## config.mk

```make
export PLATFORM = sky130hd
export DESIGN_NAME = add2_bist
export DESIGN_NICKNAME = d
export VERILOG_FILES = /design/src/rtl/add2_bist.sv
export SDC_FILE = /design/constraint.sdc
export NUM_CORES = 1
export LEC_CHECK = 0
export CAP_MARGIN = 15
export CORE_MARGIN = 1
export CORE_UTILIZATION = 47
export DETAILED_ROUTE_END_ITERATION = 10
export GPL_ROUTABILITY_DRIVEN = 0
export PLACE_DENSITY = 0.76
export SETUP_SLACK_MARGIN = 0.4
export SLEW_MARGIN = 20
export SYNTH_ARGS = -nofsm -noshare
export SYNTH_HDL_FRONTEND = slang
export SYNTH_SLANG_ARGS = --single-unit
```

## constraint.sdc

```tcl
create_clock -name clk -period 1.7 [get_ports clk]
set_input_delay 0.34 -clock clk [delete_from_list [all_inputs] [get_ports clk]]
set_output_delay 0.34 -clock clk [all_outputs]
set_load 0.02 [all_outputs]
```

## src/rtl/add2_bist.sv

```systemverilog
// add2_bist: built-in self-test controller for the add2 circuit under test.
// A 5-bit maximal-length LFSR supplies test patterns and a 3-bit MISR
// compacts the CUT responses; the final signature is compared against
// GOLDEN_SIG.
//
// Ports:
//   clk       in   1  clock, all state updates on the rising edge
//   rst       in   1  synchronous active-high reset
//   start     in   1  one-cycle request to begin a self-test run
//   pat       out  5  pattern to the CUT (pat[0]..pat[4] -> N1..N5)
//   pat_valid out  1  pat carries a live pattern
//   resp      in   3  CUT response (N50..N52), combinational from pat
//   busy      out  1  high from INIT through the last RUN cycle
//   done      out  1  high while in DONE
//   pass      out  1  signature matches GOLDEN_SIG, only while done
//   sig       out  3  current MISR contents
module add2_bist #(
    parameter int unsigned NUM_PATTERNS = 31,
    parameter logic [2:0]  GOLDEN_SIG   = 3'b000
) (
    input  logic       clk,
    input  logic       rst,
    input  logic       start,
    output logic [4:0] pat,
    output logic       pat_valid,
    input  logic [2:0] resp,
    output logic       busy,
    output logic       done,
    output logic       pass,
    output logic [2:0] sig
);

    typedef enum logic [1:0] {
        ST_IDLE = 2'd0,
        ST_INIT = 2'd1,
        ST_RUN  = 2'd2,
        ST_DONE = 2'd3
    } state_t;

    // Counter value of the final pattern; RUN ends on the edge that absorbs it.
    localparam logic [4:0] LAST_CNT = 5'(NUM_PATTERNS - 1);

    localparam logic [4:0] LFSR_SEED = 5'b00001;
    localparam logic [2:0] MISR_SEED = 3'b000;

    state_t     state_r;
    state_t     next_state_s;
    logic [4:0] lfsr_r;
    logic [2:0] misr_r;
    logic [4:0] cnt_r;

    // Fibonacci shift-left LFSR, x^5 + x^3 + 1; cycles through all 31 nonzero states.
    function automatic logic [4:0] lfsr_step(input logic [4:0] s);
        lfsr_step = {s[3:0], s[4] ^ s[2]};
    endfunction

    // MISR step, x^3 + x + 1, folding one response word into the signature.
    function automatic logic [2:0] misr_step(input logic [2:0] s, input logic [2:0] r);
        misr_step = {s[1] ^ r[2], s[0] ^ s[2] ^ r[1], s[2] ^ r[0]};
    endfunction

    // State register.
    always_ff @(posedge clk) begin
        if (rst) begin
            state_r <= ST_IDLE;
        end else begin
            state_r <= next_state_s;
        end
    end

    // Next-state logic; start is only honoured in IDLE and DONE.
    always_comb begin
        next_state_s = state_r;
        case (state_r)
            ST_IDLE: begin
                if (start) begin
                    next_state_s = ST_INIT;
                end else begin
                    next_state_s = ST_IDLE;
                end
            end
            ST_INIT: begin
                next_state_s = ST_RUN;
            end
            ST_RUN: begin
                if (cnt_r == LAST_CNT) begin
                    next_state_s = ST_DONE;
                end else begin
                    next_state_s = ST_RUN;
                end
            end
            ST_DONE: begin
                if (start) begin
                    next_state_s = ST_INIT;
                end else begin
                    next_state_s = ST_DONE;
                end
            end
            default: begin
                next_state_s = ST_IDLE;
            end
        endcase
    end

    // Datapath registers: seeded in INIT, stepped every RUN cycle, held otherwise.
    always_ff @(posedge clk) begin
        if (rst) begin
            lfsr_r <= LFSR_SEED;
            misr_r <= MISR_SEED;
            cnt_r  <= 5'd0;
        end else begin
            case (state_r)
                ST_INIT: begin
                    lfsr_r <= LFSR_SEED;
                    misr_r <= MISR_SEED;
                    cnt_r  <= 5'd0;
                end
                ST_RUN: begin
                    lfsr_r <= lfsr_step(lfsr_r);
                    misr_r <= misr_step(misr_r, resp);
                    cnt_r  <= cnt_r + 5'd1;
                end
                default: begin
                    lfsr_r <= lfsr_r;
                    misr_r <= misr_r;
                    cnt_r  <= cnt_r;
                end
            endcase
        end
    end

    // Output decode from the state and datapath registers (glitch-free sources).
    always_comb begin
        pat       = 5'b00000;
        pat_valid = 1'b0;
        busy      = 1'b0;
        done      = 1'b0;
        pass      = 1'b0;
        case (state_r)
            ST_INIT: begin
                busy = 1'b1;
            end
            ST_RUN: begin
                pat       = lfsr_r;
                pat_valid = 1'b1;
                busy      = 1'b1;
            end
            ST_DONE: begin
                done = 1'b1;
                pass = (misr_r == GOLDEN_SIG);
            end
            default: begin
                pat = 5'b00000;
            end
        endcase
    end

    assign sig = misr_r;

endmodule
```

======== Word level (Yosys, flattened, before mapping) ========
Index checks and enable logic that the tools add are counted.
storage, ports and cells
  register bits ........................... 15
  input bits .............................. 6
  output and inout bits ................... 12
  logic and storage cells ................. 30
cells by class
  add/subtract/negate cells ............... 1
  equal/unequal tests ..................... 4
  muxes and demuxes ....................... 12
  bitwise logic cells ..................... 5
  reduce and logical (&&, ||, !) cells .... 4
operator list
  cell                                                                   number
  5-bit one-hot mux with 2 select lines                                  2
  2-bit one-hot mux with 4 select lines                                  1
  1-bit two-way mux                                                      6
  3-bit one-hot mux with 2 select lines                                  1
  5-bit by 1-bit adder with 5-bit output, second input constant          1
  5-bit equality test, second input constant                             1
  5-bit two-way mux                                                      1
  1-bit XOR                                                              5
  2-bit equality test, second input constant                             2
  3-bit zero test                                                        1
  2-bit by 1-bit equality test with 1-bit output, second input constant  1
  2-bit zero test                                                        1
  2-bit two-way mux                                                      1
  2-bit nonzero test                                                     1
  2-bit OR reduction                                                     1

======== Longest topological paths before layout ========
Gate-level depths: netlist (run 1).
  depth in word-level cells ............... 3
  depth in mapped cells ................... 6
  gate-level depth less buffers ........... 5

======== Worst setup path after synthesis (run 1) ========
OpenSTA, ideal clock, no wires.
  path kind ............................... reg-to-output
  start point ............................. register state_r[1]
  end point ............................... output pass
  data arrival time ....................... 1.450 ns
  required time ........................... 1.360 ns
  slack ................................... -0.090 ns
  cell stages (with the launch flop) ...... 3
  cell sequence ........................... dfxtp_1 ha_1 nor4b_1
on the way
  cells in the longest elaborated chain, start to end .. 2
RTL lines
  element                   RTL line  source
  start: declaration        46        state_t state_r;
  start signal: assignment  67        state_r <= next_state_s;
  2-bit equality test       139       case (state_r)
  1-bit two-way mux         139
  end: declaration          29        output logic pass,
No other way between the ends.

======== Final worst setup path (run 1) ========
  start point ............................. register state_r[0]
  end point ............................... output pat[2]
on the way
  cells in the longest elaborated chain, start to end .. 2
RTL lines
  element              RTL line  source
  2-bit equality test  139
  5-bit two-way mux    139
  end: declaration     24        output logic [4:0] pat,
No other way between the ends.

==> out/results.tsv, run 1 <==
stage	metric	value	unit
grt	grt_first_pass_wirelength	2880	um
grt	grt-ovfl-total	0	
outcome	outcome	finished, final reports clean	
grt	grt_usage	21.6	%
synthesis	synth.distinct_cells	29	
power_and_ir_drop	finalPower	1.10	mW
floorplanning	core_area	1520	um^2
synthesis	syn_nets	92	
synthesis	ys_seq_area_share	39.0	%
place	port_buffers	17	
cells_and_area	fill_cells	106	
min_path	min_path_type	flop to flop	
synthesis	synthTopCellsByArea	dfxtp_1 (39%), ha_1 (8.1%), xor2_1 (5.7%)	
sta	fin_setup_tns	0	ns
grt	antenna_found_initial	0	
setup_path	endpoint_kind	primary output	
clocking	cts_root_buf	clkbuf_4	
floorplanning	die_height	42.5	um
setup_path	worstSetupPathType	flop to primary output	
detailed_routing	first_pass_iters	4	
detailed_routing	wirelength	1770	um
setup_path	critPathMaxFanout	7	
power_and_ir_drop	power.density	925	nW/um^2
cells_and_area	regArea	314	um^2
floorplanning	io_pins	18	
sta	setup_viol	0	
setup_path	r2r_start	state_r[1]	
clocking	htree_levels	1	
setup_path	critPathLaunch	state_r[0]	
sta	skew	0.00106	ns
grt	grt_pass1_vias	680	
clocking	cts_tree	yes	
synthesis	synth_seq_cells	15	
synthesis	synth.cell_area	769	um^2
synthesis	avgSynthCellArea	9.50	um^2
clocking	cts_made_buffers	3	
sta	final_max_slew_viol_count	0	
min_path	hold_path_depth	2	
synthesis	synth_top_area_share	39.0	%
detailed_routing	drtIter0Drc	11	
power_and_ir_drop	p_leak	0.488	nW
setup_path	critPathLaunchType	flop	
detailed_routing	wl_per_cell	14.1	um
cells_and_area	final_net_count	122	
clocking	path_clk_slew	0.09	ns
place	place_hpwl	1130	um
sta	max_freq	655	MHz
detailed_routing	via_per_inst	5.34	
setup_path	critPathArrivalTime	1.19	ns
detailed_routing	post-route-drc-count	0	
floorplanning	die_area	1800	um^2
power_and_ir_drop	ir_drop	0.000738	V
clocking	cts.sinks	15	
cells_and_area	stdcell_area	1190	um^2
cells_and_area	drive_above_1_share	46.4	%
detailed_routing	vias	673	
min_path	holdCritStartpoint	lfsr_r[1]	
cells_and_area	multiInputGateArea	504	um^2
detailed_routing	drt.antenna.violating_nets	0	
floorplanning	rows	14	
run	maxCapViolations	0	
grt	grt_max_degree	12	
clocking	clk_latency	0.28	ns
cells_and_area	syn2layout_area_growth	54.5	%
clocking	cts.path.max_buffers	2	
clocking	holdBufCountCts	0	
sta	slew_headroom	85.1	%
setup_path	ff2ff_path_depth	7	
sta	grt_setup_unrepaired	true	
synthesis	yosysWarnings	0	
sta	finalHoldViolations	0	
sta	max_slew.worst_pin.slew	0.222	ns
sta	post-route-min-period	1.53	ns
floorplanning	start_util	50.5	%
sta	period_share	89.8	%
synthesis	postSynthCellCount	81	
cells_and_area	diodes	0	
place	placed_cell_area	1010	um^2
setup_path	worstPathRequired	1.36	ns
floorplanning	fp.dieW	42.5	um
synthesis	synth_area_leader_cell	dfxtp_1	
[state kept, by name, indices dropped and copies added (netlist names)]
register and flops:
cnt_r 5, lfsr_r 5, sig 3, state_r 2
[what timing repair did]
action / 4_1_cts / 5_1_grt
setup buffers: 6 / 0
pin swaps: 10 / 4
cloned: 1 / 0
resized for setup: 83 / 9
endpoints found under the setup margin: 18 / 24
[critical path, cell delays in order, from the launching register on]
cell	delay, ns
dfxtp_4	0.39
inv_4	0.05
ha_4	0.18
and2_4	0.16
buf_6	0.12
[report_power, final]
group / internal (mW) / switching, mW / total, mW
combinational: 0.292 / 0.200 / 0.492
clock: 0.0911 / 0.113 / 0.204
sequential: 0.375 / 0.0285 / 0.403
[per-layer routing]
layer | global-route usage [%] | up-vias | share of wire (%)
li1 | - | 325 | -
met1 | 24.2 | 328 | 41
met2 | 38.2 | 18 | 54
met3 | 6.90 | 2 | 4.0
met4 | 7.50 | 0 | 0.79
met5 | 0 | - | 0
[through the flow]
| stage | utilization, % | instances | hold WS [ns] | setup WS (ns) |
|---|---|---|---|---|
| 6_report | 78.0 | 126 | 0.512 | 0.174 |
| 5_1_grt | 78.0 | 126 | 0.555 | 0.127 |
| 4_1_cts | 76.3 | 126 | 0.515 | 0.175 |
| 3_5_place_dp | 66.6 | 115 | 0.482 | 0.0138 |
| 3_3_place_gp | 66.6 | 115 | 0.465 | 0.0209 |
| 2_1_floorplan | - | 81 | 0.412 | 0.390 |
[cells in the final DEF, fill, tap and decap left out, drive strengths merged, types with 2 or more instances in the layout]
| cell | n |
|---|---|
| a311oi | 2 |
| xor2 | 5 |
| clkbuf | 4 |
| and2 | 5 |
| nor2b | 2 |
| ha | 5 |
| a21oi | 4 |
| nand4 | 2 |
| nand2b | 3 |
| clkdlybuf4s50 | 5 |
| nand2 | 2 |
| nor2 | 10 |
| mux2i | 4 |
| dfxtp | 15 |
| buf | 24 |
| inv | 5 |
| nand3 | 3 |
[final timing paths]
path | to | slack [ns]
worst max-delay path | pat[2] | 0.17
worst min-delay path | lfsr_r[1] | 0.51
worst max register to register | cnt_r[3] | 0.29
worst min register to register | lfsr_r[1] | 0.51
[cell type report]
| type | count | share of cell area [%] |
|---|---|---|
| clock buffer | 4 | 2.21 |
| inverter | 5 | 1.79 |
| multi-input combinational | 57 | 42.4 |
| sequential | 15 | 26.4 |
| tap | 16 | 1.68 |
| timing repair buffer | 29 | 25.5 |
[cells by family (layout without fill, tap and decap cells)]
logic type | Yosys count | in the layout | synth area share [%]
simple gates | 32 | 32 | 22.0
buf+inv | 9 | 38 | 7.15
flops | 15 | 15 | 39.0
compound gates | 8 | 8 | 7.16
mux | 5 | 5 | 6.67
xor+xnor | 7 | 7 | 9.92
fa+ha+maj | 5 | 5 | 8.13
[synthesized netlist by cell type, drive strengths merged]
library cell and instances:
nor2b 2, ha 5, xor2 5, and3 1
o22ai 1, nor2 10, buf 3, mux2i 4
nor4b 1, nand2 2, inv 5, nor3 1
xor3 1, nand2b 3, or2 1, a311oi 2
xnor2 1, mux2 1, clkbuf 1, and2 5
a21oi 4, a21o 1, dfxtp 15, nand3 3
or2b 1, nand4 2
No activity file was read; power rests on OpenSTA's default activity.
==> run 2, diff against run 1 <==
- REMOVE_ABC_BUFFERS: not set -> 1
==> run 2 against run 1 <==
  * Final cell count unchanged
  * Clock-buffer cell count is the same
  * Global-route usage shrank 1.7 points
  * Sequential power decreased by 2%
  * Die area did not move
  * Hold slack got worse by 0.0093 ns
==> out/results.tsv, run 2 (synthesis results as in run 1) <==
stage	metric	value	unit
outcome	outcome	finished, final reports clean	
setup_path	r2r_start	state_r[0]	
clocking	cts_tree	yes	
power_and_ir_drop	power.density	843	nW/um^2
grt	grt_pass1_vias	613	
setup_path	crit_end	pass	
detailed_routing	wl_per_cell	12.4	um
setup_path	max_stage_delay	0.38	ns
floorplanning	die_area	1800	um^2
sta	slew_headroom	86.0	%
cells_and_area	fill_cells	119	
detailed_routing	first_pass_iters	4	
sta	timing.hold.ws	0.503	ns
setup_path	worstSetupPathType	flop to primary output	
clocking	cts_made_buffers	3	
power_and_ir_drop	finalPower	942	uW
min_path	holdCritStartpoint	lfsr_r[3]	
sta	final_max_slew_viol_count	0	
run	maxCapViolations	0	
grt	grt-ovfl-total	0	
clocking	cts.path.max_buffers	2	
sta	max_slew.worst_pin.slew	0.208	ns
grt	grt-busiest-layer	met2	
floorplanning	die_height	42.5	um
sta	grt_setup_unrepaired	true	
setup_path	rr_endpoint	cnt_r[0]	
sta	period_share	89.7	%
detailed_routing	vias	631	
sta	skew	0.00206	ns
sta	setup_viol	0	
clocking	cts_root_buf	clkbuf_4	
clocking	clk_latency	0.28	ns
setup_path	critPathMaxFanout	4	
grt	grt_usage	19.9	%
setup_path	ff2ff_path_depth	7	
setup_path	critPathLaunch	state_r[1]	
setup_path	r2r_setup_slack	0.26	ns
grt	grt_max_degree	20	
power_and_ir_drop	p_leak	0.472	nW
detailed_routing	drtIter0Drc	9	
clocking	htree_levels	1	
sta	finalHoldViolations	0	
cells_and_area	diodes	0	
setup_path	endpoint_kind	primary output	
place	placed_cell_area	991	um^2
floorplanning	fp.dieW	42.5	um
cells_and_area	syn2layout_area_growth	45.2	%
floorplanning	core_area	1520	um^2
sta	fin_setup_tns	0	ns
setup_path	critPathLaunchType	flop	
min_path	min_path_type	flop to flop	
detailed_routing	via_per_inst	5.01	
setup_path	critPathArrivalTime	1.18	ns
grt	met2_usage	31.1	%
setup_path	cpMaxStageDelayCell	dfxtp_4	
floorplanning	rows	14	
cells_and_area	stdcell_area	1120	um^2
clocking	cts.sinks	15	
grt	grt_first_pass_wirelength	2590	um
power_and_ir_drop	ir_drop	0.000519	V
cells_and_area	final_common_cell	buf_4	
cells_and_area	final_net_count	122	
floorplanning	start_util	50.5	%
setup_path	path_cells	ha_2, nor4b_4, buf_4	
grt	grt_use_met1	23.7	%
cells_and_area	drive_above_1_share	40.9	%
place	port_buffers	17	
sta	max_freq	656	MHz
setup_path	worstPathRequired	1.36	ns
detailed_routing	drt.antenna.violating_nets	0	
grt	antenna_found_initial	0	
cells_and_area	mostFrequentLayoutCells	buf_4 (12), dfxtp_1 (11), nor2_1 (10), buf_6 (10)	
sta	post-route-min-period	1.52	ns
detailed_routing	post-route-drc-count	0	
detailed_routing	wirelength	1560	um
floorplanning	io_pins	18	
clocking	path_clk_slew	0.08	ns
place	place_hpwl	1080	um
grt	grtUsageMet3	5.60	%
-- run 2: area by class of cell --
class                   count  area (um^2)  share of cell area, %
flip-flops and latches     15          310                   27.8
inverters                   5         18.8                   1.68
multi-input cells          57          479                   42.9
well taps                  16         20.0                   1.79
repair buffers             29          263                   23.5
clock buffers               4         26.3                   2.35
-- run 2: what timing repair did --
action	in CTS	in global routing
gates resized for setup	79	10
pin swaps	6	3
setup endpoints to repair	26	25
hold buffers	0	0
setup buffers	3	0
-- run 2: worst min-delay path by stage --
stage	end	cells past startpoint
after floorplan	sig[1]	1
after global routing	lfsr_r[3]	2
after detailed placement	lfsr_r[3]	2
final	lfsr_r[3]	2
after CTS	lfsr_r[3]	2
after global placement	lfsr_r[3]	2
-- run 2: layer usage --
metal / up-vias / part of all wire (%)
met5: - / 0
met4: 0 / 2.8
met3: 4 / 4.6
met2: 17 / 45
met1: 284 / 48
li1: 326 / -
-- run 2: power by group --
part           internal [mW]  leakage, nW  switching (mW)  total, mW
Sequential             0.374        0.124          0.0200      0.394
Clock                 0.0912       0.0150           0.105      0.196
Combinational          0.188        0.333           0.164      0.352
-- run 2: through the flow --
step / util [%] / setup WS [ns] / std cells
after floorplan: - / -0.0900 / 77
after global placement: 65.0 / -0.104 / 119
after global routing: 73.3 / 0.121 / 126
after detailed placement: 65.0 / -0.114 / 119
final: 73.3 / 0.175 / 126
after CTS: 71.5 / 0.173 / 126
-- run 2: worst max-delay path, delay by kind of cell (launching register included) --
family                   cells  cell delay (ns)
AND/OR/NAND/NOR              1             0.18
buffers and inverters        1             0.18
adder cells (fa/ha/maj)      1             0.18
flip-flops                   1             0.38
